**config.mk**
```make
export PLATFORM = sky130hd
export DESIGN_NAME = calc_controller_flat
export DESIGN_NICKNAME = d
export VERILOG_FILES = /design/src/rtl/calculator_pkg.sv /design/src/rtl/calc_controller_if.sv /design/src/rtl/calc_controller.sv /design/src/flat_wrapper.sv
export SDC_FILE = /design/constraint.sdc
export NUM_CORES = 1
export LEC_CHECK = 0
export CORE_AREA = 4 4 122 124
export CTS_BUF_LIST = sky130_fd_sc_hd__clkbuf_8 sky130_fd_sc_hd__clkbuf_16
export CTS_CLUSTER_SIZE = 24
export DETAILED_ROUTE_END_ITERATION = 7
export DIE_AREA = 0 0 126 128
export PLACE_DENSITY = 0.77
export SETUP_SLACK_MARGIN = 0.2
export SYNTH_ARGS = -nofsm -noshare
export SYNTH_HDL_FRONTEND = slang
export SYNTH_SLANG_ARGS = --single-unit
```
**constraint.sdc**
```tcl
create_clock -name clk_i -period 7.9 [get_ports clk_i]
set_clock_uncertainty 0.15 [all_clocks]
set_input_delay 1.975 -clock clk_i [delete_from_list [all_inputs] [get_ports clk_i]]
set_output_delay 1.975 -clock clk_i [all_outputs]
set_load 0.02 [all_outputs]
```
**src/rtl/calculator_pkg.sv**
```systemverilog
// Shared widths and FSM state encoding for the calculator datapath controller.
package calculator_pkg;

    localparam int DATA_W        = 32;
    localparam int MEM_WORD_SIZE = 64;
    localparam int ADDR_W        = 10;

    typedef enum logic [2:0] {
        S_IDLE,
        S_READ,
        S_WAIT,
        S_ADD,
        S_WRITE,
        S_END
    } state_t;

endpackage

```
**src/rtl/calc_controller_if.sv**
```systemverilog
// Host/SRAM/adder/buffer signal bundle for calc_controller.
// The slave modport is the controller's view; master is the surrounding system.
interface calc_controller_if;
    import calculator_pkg::*;

    logic                     start_i;
    logic [ADDR_W-1:0]        read_start_addr_i;
    logic [ADDR_W-1:0]        read_end_addr_i;
    logic [ADDR_W-1:0]        write_start_addr_i;
    logic                     read_en_o;
    logic [ADDR_W-1:0]        read_addr_o;
    logic [MEM_WORD_SIZE-1:0] rdata_i;
    logic [DATA_W-1:0]        op_a_o;
    logic [DATA_W-1:0]        op_b_o;
    logic                     loc_sel_o;
    logic [MEM_WORD_SIZE-1:0] buffer_i;
    logic                     write_en_o;
    logic [ADDR_W-1:0]        write_addr_o;
    logic [MEM_WORD_SIZE-1:0] write_data_o;
    logic                     busy_o;
    logic                     done_o;
    logic                     err_o;

    modport slave (
        input  start_i, read_start_addr_i, read_end_addr_i, write_start_addr_i,
        input  rdata_i, buffer_i,
        output read_en_o, read_addr_o, op_a_o, op_b_o, loc_sel_o,
        output write_en_o, write_addr_o, write_data_o, busy_o, done_o, err_o
    );

    modport master (
        output start_i, read_start_addr_i, read_end_addr_i, write_start_addr_i,
        output rdata_i, buffer_i,
        input  read_en_o, read_addr_o, op_a_o, op_b_o, loc_sel_o,
        input  write_en_o, write_addr_o, write_data_o, busy_o, done_o, err_o
    );

endinterface

```
**src/rtl/calc_controller.sv**
```systemverilog
// Sequencer: reads operand word pairs, feeds the adder, writes paired results back.
// Optional busy-cycle counter enabled with `define CALC_CTRL_PERF_EN.
module calc_controller
    import calculator_pkg::*;
(
    input  logic               clk_i,
    input  logic               rst_i,
    calc_controller_if.slave   bus
`ifdef CALC_CTRL_PERF_EN
    ,
    output logic [31:0]        cycle_count_o
`endif
);

    localparam logic [ADDR_W-1:0] ADDR_ONE = ADDR_W'(1);

    state_t              state_q, state_d;
    logic [ADDR_W-1:0]   r_ptr_q, r_ptr_d;
    logic [ADDR_W-1:0]   w_ptr_q, w_ptr_d;
    logic                loc_sel_q, loc_sel_d;
    logic [DATA_W-1:0]   op_a_q, op_a_d;
    logic [DATA_W-1:0]   op_b_q, op_b_d;
    logic                err_q, err_d;
    logic [ADDR_W-1:0]   span;
    logic                range_bad;
    logic                start_ok;

    // An even word count means end - start is odd.
    assign span      = bus.read_end_addr_i - bus.read_start_addr_i;
    assign range_bad = (bus.read_end_addr_i < bus.read_start_addr_i) || !span[0];
    assign start_ok  = (state_q == S_IDLE) && bus.start_i && !range_bad;

    always_ff @(posedge clk_i or posedge rst_i) begin
        if (rst_i) begin
            state_q   <= S_IDLE;
            r_ptr_q   <= '0;
            w_ptr_q   <= '0;
            loc_sel_q <= 1'b0;
            op_a_q    <= '0;
            op_b_q    <= '0;
            err_q     <= 1'b0;
        end else begin
            state_q   <= state_d;
            r_ptr_q   <= r_ptr_d;
            w_ptr_q   <= w_ptr_d;
            loc_sel_q <= loc_sel_d;
            op_a_q    <= op_a_d;
            op_b_q    <= op_b_d;
            err_q     <= err_d;
        end
    end

    always_comb begin
        state_d   = state_q;
        r_ptr_d   = r_ptr_q;
        w_ptr_d   = w_ptr_q;
        loc_sel_d = loc_sel_q;
        op_a_d    = op_a_q;
        op_b_d    = op_b_q;
        err_d     = 1'b0;
        case (state_q)
            S_IDLE: begin
                if (bus.start_i) begin
                    if (range_bad) begin
                        err_d = 1'b1;
                    end else begin
                        r_ptr_d   = bus.read_start_addr_i;
                        w_ptr_d   = bus.write_start_addr_i;
                        loc_sel_d = 1'b0;
                        state_d   = S_READ;
                    end
                end
            end
            S_READ: state_d = S_WAIT;
            S_WAIT: begin
                op_a_d  = bus.rdata_i[DATA_W-1:0];
                op_b_d  = bus.rdata_i[MEM_WORD_SIZE-1:DATA_W];
                state_d = S_ADD;
            end
            // The buffer captures into half loc_sel_q on this edge, so flip afterwards.
            S_ADD: begin
                loc_sel_d = ~loc_sel_q;
                if (!loc_sel_q) begin
                    r_ptr_d = r_ptr_q + ADDR_ONE;
                    state_d = S_READ;
                end else begin
                    state_d = S_WRITE;
                end
            end
            S_WRITE: begin
                w_ptr_d = w_ptr_q + ADDR_ONE;
                if (r_ptr_q == bus.read_end_addr_i) begin
                    state_d = S_END;
                end else begin
                    r_ptr_d = r_ptr_q + ADDR_ONE;
                    state_d = S_READ;
                end
            end
            S_END:   state_d = S_IDLE;
            default: state_d = S_IDLE;
        endcase
    end

    always_comb begin
        bus.read_en_o    = (state_q == S_READ);
        bus.read_addr_o  = r_ptr_q;
        bus.op_a_o       = op_a_q;
        bus.op_b_o       = op_b_q;
        bus.loc_sel_o    = loc_sel_q;
        bus.write_en_o   = (state_q == S_WRITE);
        bus.write_addr_o = w_ptr_q;
        bus.write_data_o = bus.buffer_i;
        bus.busy_o       = (state_q != S_IDLE);
        bus.done_o       = (state_q == S_END);
        bus.err_o        = err_q;
    end

`ifdef CALC_CTRL_PERF_EN
    logic [31:0] cycle_count_q, cycle_count_d;

    // Saturating busy-cycle count, restarted by each accepted start and held while idle.
    always_comb begin
        cycle_count_d = cycle_count_q;
        if (start_ok) begin
            cycle_count_d = '0;
        end else if ((state_q != S_IDLE) && (cycle_count_q != '1)) begin
            cycle_count_d = cycle_count_q + 32'd1;
        end
    end

    always_ff @(posedge clk_i or posedge rst_i) begin
        if (rst_i) begin
            cycle_count_q <= '0;
        end else begin
            cycle_count_q <= cycle_count_d;
        end
    end

    assign cycle_count_o = cycle_count_q;
`else
    logic unused_start_ok;
    assign unused_start_ok = start_ok;
`endif

endmodule

```
**src/flat_wrapper.sv**
```systemverilog
// flat-port wrapper written by rule: the top's interface ports become plain ports
module calc_controller_flat import calculator_pkg::*;
  (clk_i, rst_i, bus_start_i, bus_read_start_addr_i, bus_read_end_addr_i, bus_write_start_addr_i, bus_rdata_i, bus_buffer_i, bus_read_en_o, bus_read_addr_o, bus_op_a_o, bus_op_b_o, bus_loc_sel_o, bus_write_en_o, bus_write_addr_o, bus_write_data_o, bus_busy_o, bus_done_o, bus_err_o);
  calc_controller_if bus_i ();
  input  logic clk_i;
  input  logic rst_i;
  input wire logic [$bits(bus_i.start_i)-1:0] bus_start_i;
  input wire logic [$bits(bus_i.read_start_addr_i)-1:0] bus_read_start_addr_i;
  input wire logic [$bits(bus_i.read_end_addr_i)-1:0] bus_read_end_addr_i;
  input wire logic [$bits(bus_i.write_start_addr_i)-1:0] bus_write_start_addr_i;
  input wire logic [$bits(bus_i.rdata_i)-1:0] bus_rdata_i;
  input wire logic [$bits(bus_i.buffer_i)-1:0] bus_buffer_i;
  output wire logic [$bits(bus_i.read_en_o)-1:0] bus_read_en_o;
  output wire logic [$bits(bus_i.read_addr_o)-1:0] bus_read_addr_o;
  output wire logic [$bits(bus_i.op_a_o)-1:0] bus_op_a_o;
  output wire logic [$bits(bus_i.op_b_o)-1:0] bus_op_b_o;
  output wire logic [$bits(bus_i.loc_sel_o)-1:0] bus_loc_sel_o;
  output wire logic [$bits(bus_i.write_en_o)-1:0] bus_write_en_o;
  output wire logic [$bits(bus_i.write_addr_o)-1:0] bus_write_addr_o;
  output wire logic [$bits(bus_i.write_data_o)-1:0] bus_write_data_o;
  output wire logic [$bits(bus_i.busy_o)-1:0] bus_busy_o;
  output wire logic [$bits(bus_i.done_o)-1:0] bus_done_o;
  output wire logic [$bits(bus_i.err_o)-1:0] bus_err_o;
  assign bus_i.start_i = bus_start_i;
  assign bus_i.read_start_addr_i = bus_read_start_addr_i;
  assign bus_i.read_end_addr_i = bus_read_end_addr_i;
  assign bus_i.write_start_addr_i = bus_write_start_addr_i;
  assign bus_i.rdata_i = bus_rdata_i;
  assign bus_i.buffer_i = bus_buffer_i;
  assign bus_read_en_o = bus_i.read_en_o;
  assign bus_read_addr_o = bus_i.read_addr_o;
  assign bus_op_a_o = bus_i.op_a_o;
  assign bus_op_b_o = bus_i.op_b_o;
  assign bus_loc_sel_o = bus_i.loc_sel_o;
  assign bus_write_en_o = bus_i.write_en_o;
  assign bus_write_addr_o = bus_i.write_addr_o;
  assign bus_write_data_o = bus_i.write_data_o;
  assign bus_busy_o = bus_i.busy_o;
  assign bus_done_o = bus_i.done_o;
  assign bus_err_o = bus_i.err_o;
  calc_controller u_core (.clk_i(clk_i), .rst_i(rst_i), .bus(bus_i));
endmodule
```
# After elaboration in Yosys (flattened, before gate mapping)
# Index checks and enable logic that the tools add are counted.
dict set report op_classes {
  bitwise 1
  n_shift 0
  order_cmp 1
  addsub 3
  n_mul 0
  eq_ne 10
  mux 19
  n_reduce_logical 11
  div 0
}
# op count
set op_table {}
lappend op_table {{2-to-1 mux 10 bit} 6}
lappend op_table {{one-hot mux 10 bit (3 select lines)} 1}
lappend op_table {{adder 10 x 1 -> 10 bit (second input constant)} 2}
lappend op_table {{one-hot mux 10 bit (2 select lines)} 1}
lappend op_table {{one-hot mux 3 bit (5 select lines)} 1}
lappend op_table {{2-to-1 mux 3 bit} 4}
lappend op_table {{== test 10 bit} 1}
lappend op_table {{< comparator 10 bit} 1}
lappend op_table {{!= test 2 bit (second input constant)} 4}
lappend op_table {{== test 3 x 2 -> 1 bit (second input constant)} 2}
lappend op_table {{== test 3 bit (second input constant)} 2}
lappend op_table {{AND reduction 3 bit} 2}
lappend op_table {{nonzero test 3 bit} 2}
lappend op_table {{2-to-1 mux 1 bit} 5}
lappend op_table {{AND reduction 5 bit} 1}
lappend op_table {{nonzero test 2 bit} 2}
lappend op_table {{== test 3 x 1 -> 1 bit (second input constant)} 1}
lappend op_table {{logical NOT 3 bit} 1}
lappend op_table {{one-hot mux 1 bit (2 select lines)} 1}
lappend op_table {{AND reduction 2 bit} 1}
lappend op_table {{logical NOT 1 bit} 1}
lappend op_table {{logical OR 1 bit} 1}
lappend op_table {{NOT 1 bit} 1}
lappend op_table {{subtractor 1 bit} 1}
dict set report word_totals {
  elab_cells 52
  n_memories 0
  register_bits 89
  rom_bits 0
  mem_bits_rw 0
  in_bits 161
  latchBits 0
}

# Logic depth before layout (Yosys ltp)
dict set report logic_depth {
  ltp_word 6
  mapped_depth 9
  mapped_depth_nobuf 8
}

# Worst setup path after synthesis
# Ideal clock, no wire load.
dict set report synth_path {
  kind {input to output}
  from {input port bus_buffer_i[0]}
  to {output port bus_write_data_o[0]}
  arrival_time_ns 2.109
  path_buffers 1
  path_stages 1
  slack_ns 3.666
  path_cell_list {buf_4}
}
# item line_no
set synth_lines {}
lappend synth_lines {{start: declaration} flat_wrapper.sv:12} ;# input wire logic [$bits(bus_i.buffer_i)-1:0] bus_buffer_i;
lappend synth_lines {{end: declaration} flat_wrapper.sv:20} ;# output wire logic [$bits(bus_i.write_data_o)-1:0] bus_write_data_o;
# No word-level cell between the ends.

# Worst setup path in the final report
dict set report layout_path {
  from {register u_core.state_q[2]}
  to {output port bus_write_en_o}
}
dict set report layout_between {
  elab_chain_cells 1
}
# item line_no
set layout_lines {}
lappend layout_lines {{start: declaration} calc_controller.sv:17} ;# state_t state_q, state_d;
lappend layout_lines {{start signal: assignment} calc_controller.sv:43} ;# state_q <= state_d;
lappend layout_lines {{== test 3 bit} calc_controller.sv:110} ;# bus.write_en_o = (state_q == S_WRITE);
lappend layout_lines {{end: declaration} flat_wrapper.sv:18} ;# output wire logic [$bits(bus_i.write_en_o)-1:0] bus_write_en_o;
# No other way between the ends.

==> results by group <==
Status
  – Status: finished, final reports clean

Setup path
  – Worst R2R End: u_core.bus.read_addr_o[0]
  – Worst setup EP type: output port
  – Register-to-Register Path Depth: 8
  – CP Launch Point: u_core.state_q[2]
  – Worst Path Required: 5.78 ns
  – CP max FO: 14
  – Crit Path Category: reg -> out
  – RR Startpoint: u_core.state_q[2]
  – Crit path DAT: between 2 and 2.5 ns
  – R2R setup slack: ~5.4 ns
  – Crit start category: register
  – CP Capture Point: bus_write_en_o

Floorplan
  – Die W: about 130 µm
  – IO Pins: 315
  – Die height: around 130 µm
  – Site Rows: 43
  – Core footprint: between 10,000 and 15,000 µm²
  – Die ar.: between 15,000 and 20,000 µm²
  – Initial core utilization: 0.3395

CTS
  – CTS tree: yes
  – Postcts setup bufs: 0
  – Htree depth: 3
  – Clock Sinks: 89
  – Post-cts resize count: 0
  – CTS clock-pin slew for the worst setup and hold paths: roughly 0.070 ns
  – TritonCTS Buffers: 9
  – Hold-fix buffers at CTS: 0
  – Max Root-Sink Buffers: 2
  – Worst-skew pair later-pin latency: 0.34 ns
  – Root Buffer: clkbuf_16

Synth
  – Synth Area in Adders: 0.03211
  – Yosys top cell by area: dfrtp_1
  – Register area share after synthesis: 0.4763
  – Post-synthesis register bit count: 89
  – Mapped Area: 4676 µm²
  – Mux share of post-synthesis cell area: 0.1563
  – Compound-gate portion of the synthesized area: 0.09981
  – Mapped Nets: about 600
  – Synth area leaders: dfrtp_1 48%, mux2_2 15%, buf_4 10%
  – Asr flop ratio synth: 1.000
  – EDFF count, synth: 0
  – Cells after Synth: around 420
  – Synth Area in Simple Gates: 0.08188
  – Dominant synthesized flop cell: dfrtp_1
  – Largest family of logic cells by synthesized area: multiplexers
  – Count leader, synth: dfrtp_1
  – Synth warnings: 0
  – Yosys top cell area share: 0.4763
  – Synth unique cells: between 40 and 50
  – Syn_area_per_cell: approximately 11 µm²
  – XOR/XNOR share of the synthesized area: 0.01873
  – Synth top cells by count: 89 x dfrtp_1, 64 x buf_4, 64 x mux2_2, 27 x nand2_1

Final layout
  – Final-layout fill cell count: 1,284
  – Share of cells above drive strength 1: 0.1664
  – Register area: between 2000 and 2500 µm²
  – Area Overhead vs Synth: 39.34%
  – Nets: 715
  – # diodes: 0
  – Post-layout util: 0.4730
  – Multi-input gate area: approximately 1800 µm²

Timing
  – Ratio of final minimum period to clock period: 0.5654
  – Final hold vios: 0
  – Final worst setup slack: ~3.4 ns
  – RSZ-0062 raised after global routing: false
  – Max Fclk: 223.9 MHz
  – Setup TNS: 0 ns
  – Worst Tran Pin Value: 0.8297 ns
  – Final Max Tran Viols: 0
  – # setup viols final: 0
  – Post-route minimum period: about 4.5 ns
  – Max-slew headroom: 0.4469

GRT
  – GR Util All Layers: 0.1629
  – Number of global-route vias before repair: about 4,000
  – Pin count of the biggest net entering global routing: 66
  – GRT overflow: 0
  – Initial antenna violation count: 0
  – First-pass GRT wire length: approximately 21 mm

Routing
  – Vias/cell: 4.946
  – DRT Wirelength: approximately 13 mm
  – DR iter-0 viols: between 150 and 200
  – Routed wire per std cell: around 18 µm
  – DRC Markers: 0
  – ANT nets after route: 0
  – DR vias: approximately 3,600
  – DRT Pass-1 Iters: 4

Power and ir drop
  – PwrDens: 418.9 nW/µm²
  – LEAKAGE: between 2 and 3 nW
  – VDD IR max: between 0.2 and 0.25 mV

Run
  – Max cap viols: 0

Placement
  – DP HPWL: 10.27 mm
  – Port bufs: 186
  – Global placer's final weighted congestion: roughly 0.84
  – Pre-CTS setup slack: between 3 and 4 ns

Worst hold path
  – Hold WC Path Type: reg -> reg
  – HP Start: u_core.bus.op_a_o[7]
[registers in the layout, indices dropped and copies added, names as in the netlist]
signal                   flops
u_core.bus.err_o             1
u_core.bus.op_b_o           32
u_core.bus.op_a_o           32
u_core.state_q               3
u_core.bus.write_addr_o     10
u_core.bus.read_addr_o      10
u_core.bus.loc_sel_o         1
[per-layer routing]
metal  up-vias  share of wire  track usage
li1       1651              -            -
met1      1738           0.34       0.1649
met2       166           0.51       0.2811
met3        41           0.12      0.08083
met4         0          0.030      0.07697
met5         -              0            0
[layout by cell type, fill, tap and decap left out, types with 2 or more instances in the layout]
cell type,count
clkdlybuf4s50_1,186
dfrtp_1,89
mux2_2,64
nand2_1,27
a21oi_1,18
inv_1,17
o21ai_0,15
ha_1,12
xnor2_1,10
clkbuf_16,9
nor2_1,8
nand3_1,8
a32o_1,7
nand4_1,6
o22ai_1,6
nand2b_1,5
nor3_1,4
clkinv_2,4
nor2b_1,3
or2_2,3
a31oi_1,3
a22oi_1,3
and3_1,3
buf_4,3
o21ai_1,2
o31ai_1,2
a22o_1,2
o211a_1,2
clkinv_4,2
[through the flow]
stage          power (mW)  std cells  hold WS [ns]  cell area (µm²)
2_1_floorplan       1.721        423        0.4009             4676
3_3_place_gp        2.296        711        0.3392             6235
3_5_place_dp        2.346        711        0.3446             6235
4_1_cts             2.767        727        0.3590             6515
5_1_grt             2.911        727        0.3749             6515
6_report            2.729        727        0.3544             6515
[how the worst min path moves through the flow]
stage                                       end  slack (ns)  cells past startpoint
after global routing      u_core.bus.op_b_o[23]        0.37                      1
final                      u_core.bus.op_a_o[7]        0.35                      1
after CTS                 u_core.bus.op_a_o[16]        0.36                      1
after global placement     u_core.bus.op_a_o[8]        0.34                      1
after detailed placement   u_core.bus.op_a_o[7]        0.34                      1
after floorplan                u_core.bus.err_o        0.40                      2
[critical path, stage by stage, from the launching register on]
cell	delay, ns
dfrtp_1	0.59
or3b_1	0.58
inv_2	0.19
clkdlybuf4s50_1	0.64
[cell families (layout without fill, tap and decap cells)]
group	count (synthesis)	count (layout)
AOI/OAI and AO/OA	71	71
and+or+nand+nor	76	76
adders and majority gates	12	12
DFF	89	89
xor gates and xnor gates	10	10
muxes	65	65
buffers and inverters	100	224
[area by class of cell]
| cell class | count | share of cell area |
|---|---|---|
| flip-flops and latches | 89 | 0.3418 |
| repair buffers | 189 | 0.2892 |
| multi-input cells | 234 | 0.2802 |
| clock buffers | 10 | 0.03668 |
| well taps | 180 | 0.03457 |
| inverters | 19 | 0.01114 |
| clock inverters | 6 | 0.006338 |
[power by group]
group | switching [mW] | total (mW) | internal (mW) | leakage [nW]
combinational | 0.691 | 1.45 | 0.760 | 1.51
sequential | 0.185 | 0.874 | 0.689 | 1.04
clock | 0.181 | 0.404 | 0.222 | 0.143
Note: power is estimated with default switching activity, not from simulation.
